==> src/rtl/irq_ctrl_6502_pkg.sv <==
`default_nettype none
// ============================================================================
// Module   : irq_ctrl_6502_pkg
// Brief    : Register map, bus constants and priority helper for irq_ctrl_6502
// Revision : 1.0  initial release
// ============================================================================
package irq_ctrl_6502_pkg;

  // Register offsets inside the controller's 8-byte window (rs = addr[2:0])
  localparam logic [2:0] IRQC_STATUS = 3'd0;
  localparam logic [2:0] IRQC_MASK   = 3'd1;
  localparam logic [2:0] IRQC_MODE   = 3'd2;
  localparam logic [2:0] IRQC_POLAR  = 3'd3;
  localparam logic [2:0] IRQC_VECTOR = 3'd4;
  localparam logic [2:0] IRQC_CLEAR  = 3'd5;

  localparam int VECTOR_VALID_BIT = 7;

  // Default I/O placement shared with the system address decoder
  localparam logic [15:0] IO_PAGE_BASE = 16'hFE00;
  localparam logic [15:0] IRQC_IO_BASE = 16'hFE38;

  localparam int NMI_PULSE_CLKS = 4;

  // Returns {valid, idx}: idx is the lowest set bit of vec (channel 0 wins)
  function automatic logic [3:0] prio_lowest(input logic [7:0] vec);
    logic [3:0] res;
    res = 4'h0;
    for (int i = 7; i >= 0; i--) begin
      if (vec[i]) res = {1'b1, 3'(i)};
    end
    return res;
  endfunction

endpackage
`default_nettype wire

==> src/rtl/irq_ctrl_6502_sync_edge.sv <==
`default_nettype none
// ============================================================================
// Module   : irq_ctrl_6502_sync_edge
// Brief    : Per-channel input synchroniser, polarity fold and rising-edge detect
// Revision : 1.0  initial release
// ============================================================================
module irq_ctrl_6502_sync_edge #(
  parameter int SYNC_STAGES = 2
) (
  input  logic clk,
  input  logic res_n,
  input  logic i_src,
  input  logic i_polar,
  output logic o_act,
  output logic o_rise
);

  logic [SYNC_STAGES-1:0] r_sync;
  logic                   r_act_q;

  // r_act_q resets high: with the chain cleared and POLAR=0 the channel looks
  // active straight out of reset, and that must not count as a rising edge.
  always_ff @(posedge clk or negedge res_n) begin
    if (!res_n) begin
      r_sync  <= '0;
      r_act_q <= 1'b1;
    end else begin
      r_sync  <= {r_sync[SYNC_STAGES-2:0], i_src};
      r_act_q <= o_act;
    end
  end

  assign o_act  = r_sync[SYNC_STAGES-1] ^ ~i_polar;
  assign o_rise = o_act & ~r_act_q;

endmodule
`default_nettype wire

==> src/rtl/irq_ctrl_6502.sv <==
`default_nettype none
// ============================================================================
// Module   : irq_ctrl_6502
// Brief    : 6502-bus interrupt controller: sync, polarity, edge/level, mask,
//            pending latch, priority vector and combined irq_n. Define
//            IRQ_NMI_EN to move channel 0 onto a 4-clock nmi_n pulse.
// Revision : 1.0  initial release
// ============================================================================
module irq_ctrl_6502 #(
  parameter int N_CH        = 8,
  parameter int SYNC_STAGES = 2
) (
  input  logic            fst_clk,
  input  logic            res_n,
  input  logic            phi2,
  input  logic            cs_n,
  input  logic            rw_n,
  input  logic [2:0]      rs,
  input  logic [7:0]      din,
  output logic [7:0]      dout,
  input  logic [N_CH-1:0] irq_src,
  output logic            irq_n,
  output logic            nmi_n
);

  import irq_ctrl_6502_pkg::*;

  logic            r_phi2_q;
  logic [N_CH-1:0] r_mask;
  logic [N_CH-1:0] r_mode;
  logic [N_CH-1:0] r_polar;
  logic [N_CH-1:0] r_pending;
  logic            r_irq_n;

  logic            w_bus_cyc;
  logic            w_wr;
  logic            w_rd_vector;
  logic            w_wr_mask;
  logic            w_wr_mode;
  logic            w_wr_polar;
  logic            w_wr_clear;

  logic [N_CH-1:0] w_act;
  logic [N_CH-1:0] w_rise;
  logic [N_CH-1:0] w_mode_nxt;
  logic [N_CH-1:0] w_mode_eff;
  logic [N_CH-1:0] w_mode_nxt_eff;
  logic [N_CH-1:0] w_irq_mask;
  logic [N_CH-1:0] w_clr_wr;
  logic [N_CH-1:0] w_clr;
  logic [N_CH-1:0] w_pend_nxt;

  logic [7:0]      w_status8;
  logic [7:0]      w_mask8;
  logic [7:0]      w_mode8;
  logic [7:0]      w_polar8;
  logic [7:0]      w_pend_en8;
  logic [7:0]      w_ack8;
  logic [3:0]      w_prio;
  logic            w_vec_valid;
  logic [2:0]      w_vec_idx;

  // --------------------------------------------------------------------------
  // Bus strobe: one fst_clk pulse at the phi2 falling edge of a selected access
  // --------------------------------------------------------------------------
  assign w_bus_cyc   = r_phi2_q & ~phi2 & ~cs_n;
  assign w_wr        = w_bus_cyc & ~rw_n;
  assign w_rd_vector = w_bus_cyc & rw_n & (rs == IRQC_VECTOR);
  assign w_wr_mask   = w_wr & (rs == IRQC_MASK);
  assign w_wr_mode   = w_wr & (rs == IRQC_MODE);
  assign w_wr_polar  = w_wr & (rs == IRQC_POLAR);
  assign w_wr_clear  = w_wr & (rs == IRQC_CLEAR);

  // --------------------------------------------------------------------------
  // Input path, one synchroniser/edge detector per channel
  // --------------------------------------------------------------------------
  generate
    for (genvar gi = 0; gi < N_CH; gi++) begin : g_ch
      irq_ctrl_6502_sync_edge #(
        .SYNC_STAGES(SYNC_STAGES)
      ) u_sync_edge (
        .clk     (fst_clk),
        .res_n   (res_n),
        .i_src   (irq_src[gi]),
        .i_polar (r_polar[gi]),
        .o_act   (w_act[gi]),
        .o_rise  (w_rise[gi])
      );
    end
  endgenerate

  assign w_mode_nxt = w_wr_mode ? din[N_CH-1:0] : r_mode;

`ifdef IRQ_NMI_EN
  localparam logic [N_CH-1:0] c_ch0 = N_CH'(1);

  logic [2:0] r_nmi_cnt;

  // Channel 0 is always edge-latched and never reaches the IRQ tree or VECTOR
  assign w_mode_eff     = r_mode | c_ch0;
  assign w_mode_nxt_eff = w_mode_nxt | c_ch0;
  assign w_irq_mask     = r_mask & ~c_ch0;

  always_ff @(posedge fst_clk or negedge res_n) begin
    if (!res_n) begin
      r_nmi_cnt <= 3'd0;
    end else if (w_rise[0]) begin
      r_nmi_cnt <= 3'(NMI_PULSE_CLKS);
    end else if (r_nmi_cnt != 3'd0) begin
      r_nmi_cnt <= r_nmi_cnt - 3'd1;
    end
  end

  assign nmi_n = (r_nmi_cnt == 3'd0);
`else
  assign w_mode_eff     = r_mode;
  assign w_mode_nxt_eff = w_mode_nxt;
  assign w_irq_mask     = r_mask;
  assign nmi_n          = 1'b1;
`endif

  // --------------------------------------------------------------------------
  // Priority vector over enabled pending channels
  // --------------------------------------------------------------------------
  always_comb begin
    w_status8  = 8'h00;
    w_mask8    = 8'h00;
    w_mode8    = 8'h00;
    w_polar8   = 8'h00;
    w_pend_en8 = 8'h00;
    w_status8[N_CH-1:0]  = r_pending;
    w_mask8[N_CH-1:0]    = r_mask;
    w_mode8[N_CH-1:0]    = r_mode;
    w_polar8[N_CH-1:0]   = r_polar;
    w_pend_en8[N_CH-1:0] = r_pending & w_irq_mask;
  end

  assign w_prio      = prio_lowest(w_pend_en8);
  assign w_vec_valid = w_prio[3];
  assign w_vec_idx   = w_prio[2:0];

  always_comb begin
    w_ack8 = 8'h00;
    if (w_rd_vector && w_vec_valid) w_ack8[w_vec_idx] = 1'b1;
  end

  assign w_clr_wr = w_wr_clear ? din[N_CH-1:0] : '0;
  assign w_clr    = w_clr_wr | w_ack8[N_CH-1:0];

  // --------------------------------------------------------------------------
  // Pending update: level follows act; edge latches with set winning over
  // clear; a 0->1 MODE switch drops the old level so a fresh edge is needed.
  // --------------------------------------------------------------------------
  always_comb begin
    w_pend_nxt = r_pending;
    for (int i = 0; i < N_CH; i++) begin
      if (!w_mode_nxt_eff[i]) begin
        w_pend_nxt[i] = w_act[i];
      end else if (!w_mode_eff[i]) begin
        w_pend_nxt[i] = w_rise[i];
      end else begin
        w_pend_nxt[i] = (r_pending[i] & ~w_clr[i]) | w_rise[i];
      end
    end
  end

  always_ff @(posedge fst_clk or negedge res_n) begin
    if (!res_n) begin
      r_phi2_q  <= 1'b0;
      r_mask    <= '0;
      r_mode    <= '0;
      r_polar   <= '0;
      r_pending <= '0;
      r_irq_n   <= 1'b1;
    end else begin
      r_phi2_q  <= phi2;
      r_mode    <= w_mode_nxt;
      if (w_wr_mask)  r_mask  <= din[N_CH-1:0];
      if (w_wr_polar) r_polar <= din[N_CH-1:0];
      r_pending <= w_pend_nxt;
      r_irq_n   <= ~|(r_pending & w_irq_mask);
    end
  end

  assign irq_n = r_irq_n;

  // --------------------------------------------------------------------------
  // Read mux
  // --------------------------------------------------------------------------
  always_comb begin
    dout = 8'h00;
    case (rs)
      IRQC_STATUS: dout = w_status8;
      IRQC_MASK:   dout = w_mask8;
      IRQC_MODE:   dout = w_mode8;
      IRQC_POLAR:  dout = w_polar8;
      IRQC_VECTOR: begin
        dout[VECTOR_VALID_BIT] = w_vec_valid;
        dout[2:0]              = w_vec_idx;
      end
      default:     dout = 8'h00;
    endcase
  end

endmodule
`default_nettype wire

==> config.mk <==
export PLATFORM = sky130hd
export DESIGN_NAME = irq_ctrl_6502
export DESIGN_NICKNAME = d
export VERILOG_FILES = /design/src/rtl/irq_ctrl_6502_pkg.sv /design/src/rtl/irq_ctrl_6502_sync_edge.sv /design/src/rtl/irq_ctrl_6502.sv
export SDC_FILE = /design/constraint.sdc
export NUM_CORES = 1
export LEC_CHECK = 0
export ABC_AREA = 1
export ABC_CLOCK_PERIOD_IN_PS = 3060
export CAP_MARGIN = 20
export CORE_MARGIN = 1
export CORE_UTILIZATION = 51
export DETAILED_ROUTE_END_ITERATION = 8
export HOLD_SLACK_MARGIN = 0.12
export MAX_ROUTING_LAYER = met4
export PLACE_DENSITY_LB_ADDON = 0.1
export REMOVE_ABC_BUFFERS = 1
export SLEW_MARGIN = 20
export SYNTH_ARGS = -nofsm -noshare
export SYNTH_HDL_FRONTEND = slang
export SYNTH_SLANG_ARGS = --single-unit
==> constraint.sdc <==
create_clock -name fst_clk -period 3.06 [get_ports fst_clk]
set_clock_uncertainty 0.05 [all_clocks]
set_input_delay 0.459 -clock fst_clk [delete_from_list [all_inputs] [get_ports fst_clk]]
set_output_delay 0.459 -clock fst_clk [all_outputs]
set_load 0.05 [all_outputs]
==> flow_metrics.env, run 1 <==
export IMPL_ant_nets=0
export IMPL_p_int_uw=1520
export IMPL_finalCritPeriodShare_pct=87.4
export IMPL_yosysSeqAreaShare_pct=55.7
export IMPL_initial_core_util_pct=54.2
export IMPL_crit_path_cell_trace="clkdlybuf4s50_1 > inv_1 > nand3_1 > clkinv_1 > nand2_1 > o211ai_1 > a21oi_1 > a21oi_1 > buf_12"
export IMPL_setup_viol=0
export IMPL_cp_start_kind="input pin"
export IMPL_outcome="complete, no violations"
export IMPL_cp_num_buf_inv=4
export IMPL_final_cell_mix="107 x nand2_1, 49 x dfrtp_1, 27 x inv_1"
export IMPL_cts_hold_buf=0
export IMPL_drc_errors=0
export IMPL_end_kind="output port"
export IMPL_first_pass_iters=4
export IMPL_numCtsBuffers=9
export IMPL_cp_common_cell="a21oi_1"
export IMPL_viasPerCell=5.01
export IMPL_p_per_area_nw_per_um2=683
export IMPL_grt_util_all_layers_pct=24.0
export IMPL_grt_overflow=0
export IMPL_grt_pass1_wl_mm=9.09
export IMPL_hold_viol_final=0
export IMPL_crit_family="buffers and inverters"
export IMPL_finish_utilization_pct=67.7
export IMPL_clock_latency_ns=0.35
export IMPL_peakVddDrop_v=0.000450
export IMPL_cts_tree="built"
export IMPL_synth_area_leaders="dfrtp_1 47%, nand2_1 15%, dfstp_2 9.0%"
export IMPL_pin_count=34
export IMPL_critical_path_class="in -> out"
export IMPL_clock_sinks=58
export IMPL_num_vias=2099
export IMPL_synth_top_area_share_pct=46.7
export IMPL_layout_drive_gt1_share_pct=17.0
export IMPL_slowest_delay_ns=0.62
export IMPL_coreArea_um2=4850
export IMPL_ys_warnings_count=0
export IMPL_holdWs_ns=0.190
export IMPL_switching_share_pct=32.2
export IMPL_synth_largest_area_cell="dfrtp_1"
export IMPL_synthesis_area_um2=2630
export IMPL_grt_max_degree=59
export IMPL_cts_root_buffer="clkbuf_8"
export IMPL_final_common_cell="nand2_1"
export IMPL_cts_resized=0
export IMPL_finalWirelength_mm=5.45
export IMPL_p_leak_uw=0.00155
export IMPL_rrSetupSlack_ns=1.22
export IMPL_dp_hpwl_mm=3.78
export IMPL_min_period_ns=2.68
export IMPL_die_area_um2=5440
export IMPL_relSlewSlack_pct=53.0
export IMPL_wire_per_inst_um=13.0
export IMPL_die_x_um=73.8
export IMPL_grt_setup_unrepaired="false"
export IMPL_portBuffers=32
export IMPL_grt_pass1_vias=2012
export IMPL_syn_area_per_cell_um2=8.58
export IMPL_cap_violations=0
export IMPL_cp_arrival_ns=2.17
export IMPL_hp_class="in -> async"
export IMPL_nets=371
export IMPL_clockPowerShare_pct=31.5
export IMPL_post_cts_buffers=0
export IMPL_max_freq_ghz=0.374
export IMPL_syn_inst=306
export IMPL_cp_required_ns=2.55
export IMPL_crit_fanout=9
export IMPL_drt_iter0_drc=134
export IMPL_slowest_stage="clkdlybuf4s50_1"
export IMPL_slew_viol_final=0
export IMPL_die_h_um=73.8
export IMPL_antenna_found_initial=0
export IMPL_yosysUniqueCellTypes=25
export IMPL_power_share_combinational_pct=24.5
export IMPL_cts_clk_slew_worst_paths_ns=0.06
export IMPL_num_antenna_cells=0
export IMPL_place_gp_congestion=0.868
export IMPL_ys_ff_latch=58
export IMPL_worst_pin_slew_ns=0.705
export IMPL_p_seq_share_pct=44.0
export IMPL_setup_tns_ns=0
export IMPL_p_sw_uw=722
export IMPL_ctsLongestPathBuffers=2
export IMPL_fp_row_count=25
export IMPL_cts_max_level=3
export IMPL_syn2layout_area_growth_pct=25.1
## metrics by stage
stage               std cells  area, µm²  setup slack [ns]  power [µW]
floorplan                 301       2590             0.792        1350
CTS                       419       3280             0.395        2260
global placement          403       3080             0.439        1530
global route              419       3280             0.246        2370
detailed placement        403       3080             0.403        1550
finish                    419       3280             0.384        2240
## metal layers
metal | part of all wire, % | vias to the layer above | GRT usage [%]
met5 | 0 | - | -
met4 | 2.8 | 0 | 9.40
met3 | 5.8 | 12 | 9.19
met2 | 46 | 59 | 36.1
met1 | 45 | 971 | 29.2
li1 | - | 1057 | -
## worst paths after layout
path,end,cells past startpoint,from
worst max register to register,r_pending[2]$_DFF_PN0_,9,r_phi2_q$_DFF_PN0_
worst max-delay path,dout[0],9,rs[1]
min in group fst_clk,g_ch[2].u_sync_edge.r_sync[1]$_DFF_PN0_,0,g_ch[2].u_sync_edge.r_sync[0]$_DFF_PN0_
worst min-delay path,r_mode[6]$_DFF_PN0_,2,res_n
max in group asynchronous,g_ch[4].u_sync_edge.r_sync[0]$_DFF_PN0_,2,res_n
worst min register to register,g_ch[2].u_sync_edge.r_sync[1]$_DFF_PN0_,0,g_ch[2].u_sync_edge.r_sync[0]$_DFF_PN0_
## cell type report
| class | instances | area [µm²] |
|---|---|---|
| fill | 402 | 1560 |
| sequential | 58 | 1460 |
| multi-input combinational | 204 | 982 |
| timing repair buffer | 35 | 405 |
| inverter | 39 | 146 |
| clock buffer | 10 | 138 |
| tap | 67 | 83.8 |
| clock inverter | 6 | 66.3 |
## cells in the mapped netlist (all sizes together)
| master | n |
|---|---|
| nand3 | 27 |
| a21oi | 2 |
| a22oi | 3 |
| o21ai | 25 |
| nand2 | 109 |
| nor3 | 2 |
| inv | 38 |
| buf | 4 |
| nand3b | 1 |
| xnor2 | 8 |
| dfrtp | 49 |
| o2111ai | 7 |
| o211ai | 1 |
| conb | 1 |
| clkbuf | 1 |
| nor2 | 18 |
| clkinv | 1 |
| dfstp | 9 |
## state kept, by name, indices dropped and copies added (netlist names)
signal / cells
g_ch.u_sync_edge.r_act_q: 8
irq_n: 1
r_pending: 8
r_mask: 8
r_phi2_q: 1
g_ch.u_sync_edge.r_sync: 16
r_polar: 8
r_mode: 8
## power by group through the flow
stage / registers [µW] / logic [µW] / clock network (µW)
2_1_floorplan: 1000 / 350 / 0
3_3_place_gp: 996 / 537 / 0
3_5_place_dp: 996 / 551 / 0
4_1_cts: 985 / 552 / 722
5_1_grt: 997 / 616 / 760
6_report: 986 / 550 / 707
## logic make-up after synthesis
logic type | count (synthesis) | share of synthesized area, %
flip-flops | 58 | 55.7
buffers and inverters | 44 | 6.91
XOR/XNOR | 8 | 2.67
other | 1 | 0.143
AND/OR/NAND/NOR | 157 | 24.8
AO/OA/AOI/OAI | 38 | 9.77
No activity file was read; power rests on OpenSTA's default activity.
==> inputs of run 2 (changes only) <==
--- a/config.mk
+++ b/config.mk
@@ -6,11 +6,12 @@
 export NUM_CORES = 1
 export LEC_CHECK = 0
 export ABC_AREA = 1
-export ABC_CLOCK_PERIOD_IN_PS = 3060
+export ABC_CLOCK_PERIOD_IN_PS = 2200
 export CAP_MARGIN = 20
 export CORE_MARGIN = 1
-export CORE_UTILIZATION = 51
+export CORE_UTILIZATION = 49
 export DETAILED_ROUTE_END_ITERATION = 8
+export GPL_ROUTABILITY_DRIVEN = 0
 export HOLD_SLACK_MARGIN = 0.12
 export MAX_ROUTING_LAYER = met4
 export PLACE_DENSITY_LB_ADDON = 0.1
==> constraint.sdc (replaced) <==
create_clock -name fst_clk -period 2.2 [get_ports fst_clk]
set_clock_uncertainty 0.05 [all_clocks]
set_input_delay 0.33 -clock fst_clk [delete_from_list [all_inputs] [get_ports fst_clk]]
set_output_delay 0.33 -clock fst_clk [all_outputs]
set_load 0.05 [all_outputs]
==> run 2 against run 1 <==
Against the previous run:
- clock-buffer cell count is 3 higher
- sequential cell count stayed put
- total power rose by 35%
- via count increased by 1.9%
- non-clock buffer count grew 15
- sequential share of layout area fell by 1.8 points
- core utilization fell by 1.2 points
==> flow_metrics.env, run 2 (synthesized netlist as in run 1, its figures left out) <==
export IMPL_setup_viol=0
export IMPL_grt_overflow=0
export IMPL_place_worst_setup_slack_ns=-0.0545
export IMPL_num_vias=2138
export IMPL_stdcell_count=437
export IMPL_ctsLongestPathBuffers=2
export IMPL_fp_row_count=26
export IMPL_setup_slack_ns=0.0538
export IMPL_nets=386
export IMPL_worstReg2RegEnd="r_polar[2]$_DFFE_PN0P_"
export IMPL_cp_arrival_ns=1.77
export IMPL_syn2layout_area_growth_pct=30.3
export IMPL_p_leak_uw=0.00165
export IMPL_layout_drive_gt1_share_pct=21.8
export IMPL_largest_reg_flops=16
export IMPL_ant_nets=0
export IMPL_worst_pin_slew_ns=0.552
export IMPL_crit_fanout=7
export IMPL_grt_max_degree=36
export IMPL_max_freq_ghz=0.466
export IMPL_die_area_um2=5660
export IMPL_viasPerCell=4.89
export IMPL_switching_share_pct=33.0
export IMPL_cts_max_level=3
export IMPL_clockPowerShare_pct=27.6
export IMPL_cp_required_ns=1.82
export IMPL_grt_pass1_wl_mm=9.38
export IMPL_cap_violations=0
export IMPL_initial_core_util_pct=51.1
export IMPL_slowest_delay_ns=0.51
export IMPL_cp_num_buf_inv=5
export IMPL_power_share_combinational_pct=26.9
export IMPL_min_to="g_ch[2].u_sync_edge.r_sync[1]$_DFF_PN0_"
export IMPL_grt_setup_unrepaired="true"
export IMPL_dp_cells=417
export IMPL_r2r_start="r_phi2_q$_DFF_PN0_"
export IMPL_outcome="complete, no violations"
export IMPL_numCtsBuffers=9
export IMPL_hp_class="reg -> reg"
export IMPL_hold_viol_final=0
export IMPL_die_h_um=75.2
export IMPL_p_sw_uw=999
export IMPL_antenna_found_initial=0
export IMPL_critical_path_class="in -> out"
export IMPL_first_pass_iters=5
export IMPL_num_antenna_cells=0
export IMPL_p_per_area_nw_per_um2=886
export IMPL_relSlewSlack_pct=63.2
export IMPL_p_int_uw=2030
export IMPL_portBuffers=32
export IMPL_min_from="g_ch[2].u_sync_edge.r_sync[0]$_DFF_PN0_"
export IMPL_crit_family="buffers and inverters"
export IMPL_rrSetupSlack_ns=0.58
export IMPL_clock_latency_ns=0.35
export IMPL_dp_hpwl_mm=4.12
export IMPL_finalWirelength_mm=5.79
export IMPL_peakVddDrop_v=0.000676
export IMPL_final_cell_mix="106 x nand2_1, 49 x dfrtp_1, 27 x inv_1"
export IMPL_slowest_stage="clkdlybuf4s50_1"
export IMPL_coreArea_um2=5140
export IMPL_cts_clk_slew_worst_paths_ns=0.05
export IMPL_grt_pass1_vias=2036
export IMPL_crit_path_cell_trace="clkdlybuf4s50_1 > inv_2 > nand3_1 > inv_2 > buf_4 > a22oi_1 > o2111ai_1 > buf_4"
export IMPL_min_period_ns=2.15
export IMPL_grt_util_all_layers_pct=24.3
export IMPL_cts_tree="built"
export IMPL_holdWs_ns=0.296
export IMPL_hold_depth=0
export IMPL_wire_per_inst_um=13.2
export IMPL_slew_viol_final=0
export IMPL_final_common_cell="nand2_1"
export IMPL_pin_count=34
export IMPL_rr_worst_depth=5
export IMPL_finalCritPeriodShare_pct=97.6
export IMPL_clock_sinks=58
export IMPL_drc_errors=0
export IMPL_cts_root_buffer="clkbuf_8"
export IMPL_end_kind="output port"
export IMPL_largest_register="g_ch.u_sync_edge.r_sync"
export IMPL_drt_iter0_drc=115
export IMPL_p_seq_share_pct=45.5
export IMPL_die_x_um=75.2
export IMPL_cp_start_kind="input pin"
export IMPL_final_area_um2=3420
export IMPL_dpl_cell_area_um2=3180
run 2: cell count changes in the layout (fill, tap and decap cells not counted), moves of 2 or more:
cell | before | now
clkbuf_1 | 0 | 3
clkinvlp_4 | 3 | 1
buf_4 | 4 | 17
o2111ai_1 | 7 | 3
clkinv_2 | 1 | 3
o2111ai_2 | 0 | 4
run 2: power by group through the flow:
stage | registers (µW) | logic, µW | clock network [µW]
2_1_floorplan | 1390 | 487 | 0
3_3_place_gp | 1390 | 770 | 0
3_5_place_dp | 1390 | 785 | 0
4_1_cts | 1380 | 792 | 852
5_1_grt | 1400 | 920 | 903
6_report | 1380 | 817 | 837
run 2: worst max path at each step:
| stage | from | endpoint | slack [ns] | cells past startpoint |
|---|---|---|---|---|
| after detailed placement | rs[1] | dout[7] | -0.05 | 8 |
| final | rs[2] | dout[2] | 0.05 | 8 |
| after global placement | rs[2] | dout[0] | -0.05 | 9 |
| after CTS | rs[2] | dout[0] | 0.02 | 9 |
| after global routing | r_pending[7]$_DFF_PN0_ | dout[0] | -0.05 | 11 |
| after floorplan | r_pending[6]$_DFF_PN0_ | dout[0] | 0.18 | 9 |
run 2: area by class of cell:
cell class,count,area [µm²]
Clock buffer,13,149
Clock inverter,3,17.5
Tap cell,70,87.6
Fill cell,457,1720
Sequential cell,58,1460
Multi-Input combinational cell,204,1030
Timing Repair Buffer,50,532
Inverter,39,148
run 2: metrics by stage:
| stage | setup TNS (ns) | power, µW | util (%) |
|---|---|---|---|
| after floorplan | 0 | 1880 | - |
| after global placement | -0.0757 | 2160 | 61.9 |
| after detailed placement | -0.475 | 2180 | 61.9 |
| after CTS | 0 | 3020 | 65.4 |
| after global routing | -0.155 | 3220 | 66.6 |
| final | 0 | 3030 | 66.6 |
run 2: worst reg2reg max path: cells and delay by family, from the launching register on:
| family | cells | cell delay, ns |
|---|---|---|
| AND/OR/NAND/NOR | 3 | 0.65 |
| flip-flops | 1 | 0.32 |
| AO/OA/AOI/OAI | 1 | 0.31 |
| buffers and inverters | 1 | 0.20 |
run 2: timing repair:
item,CTS,global route
hold endpoints to repair,20,0
pin swaps,0,1
endpoints found under the setup margin,7,5
resized for setup,4,7
hold buffers,1,0
setup buffers,0,3
run 2: routing by layer:
layer  vias to the layer above  track usage (%)  wire length [µm]
li1                       1083                -                 -
met4                         0             8.02                94
met5                         -                -                 0
met3                        10             9.10               367
met1                       987             31.3              2770
met2                        58             35.6              2550
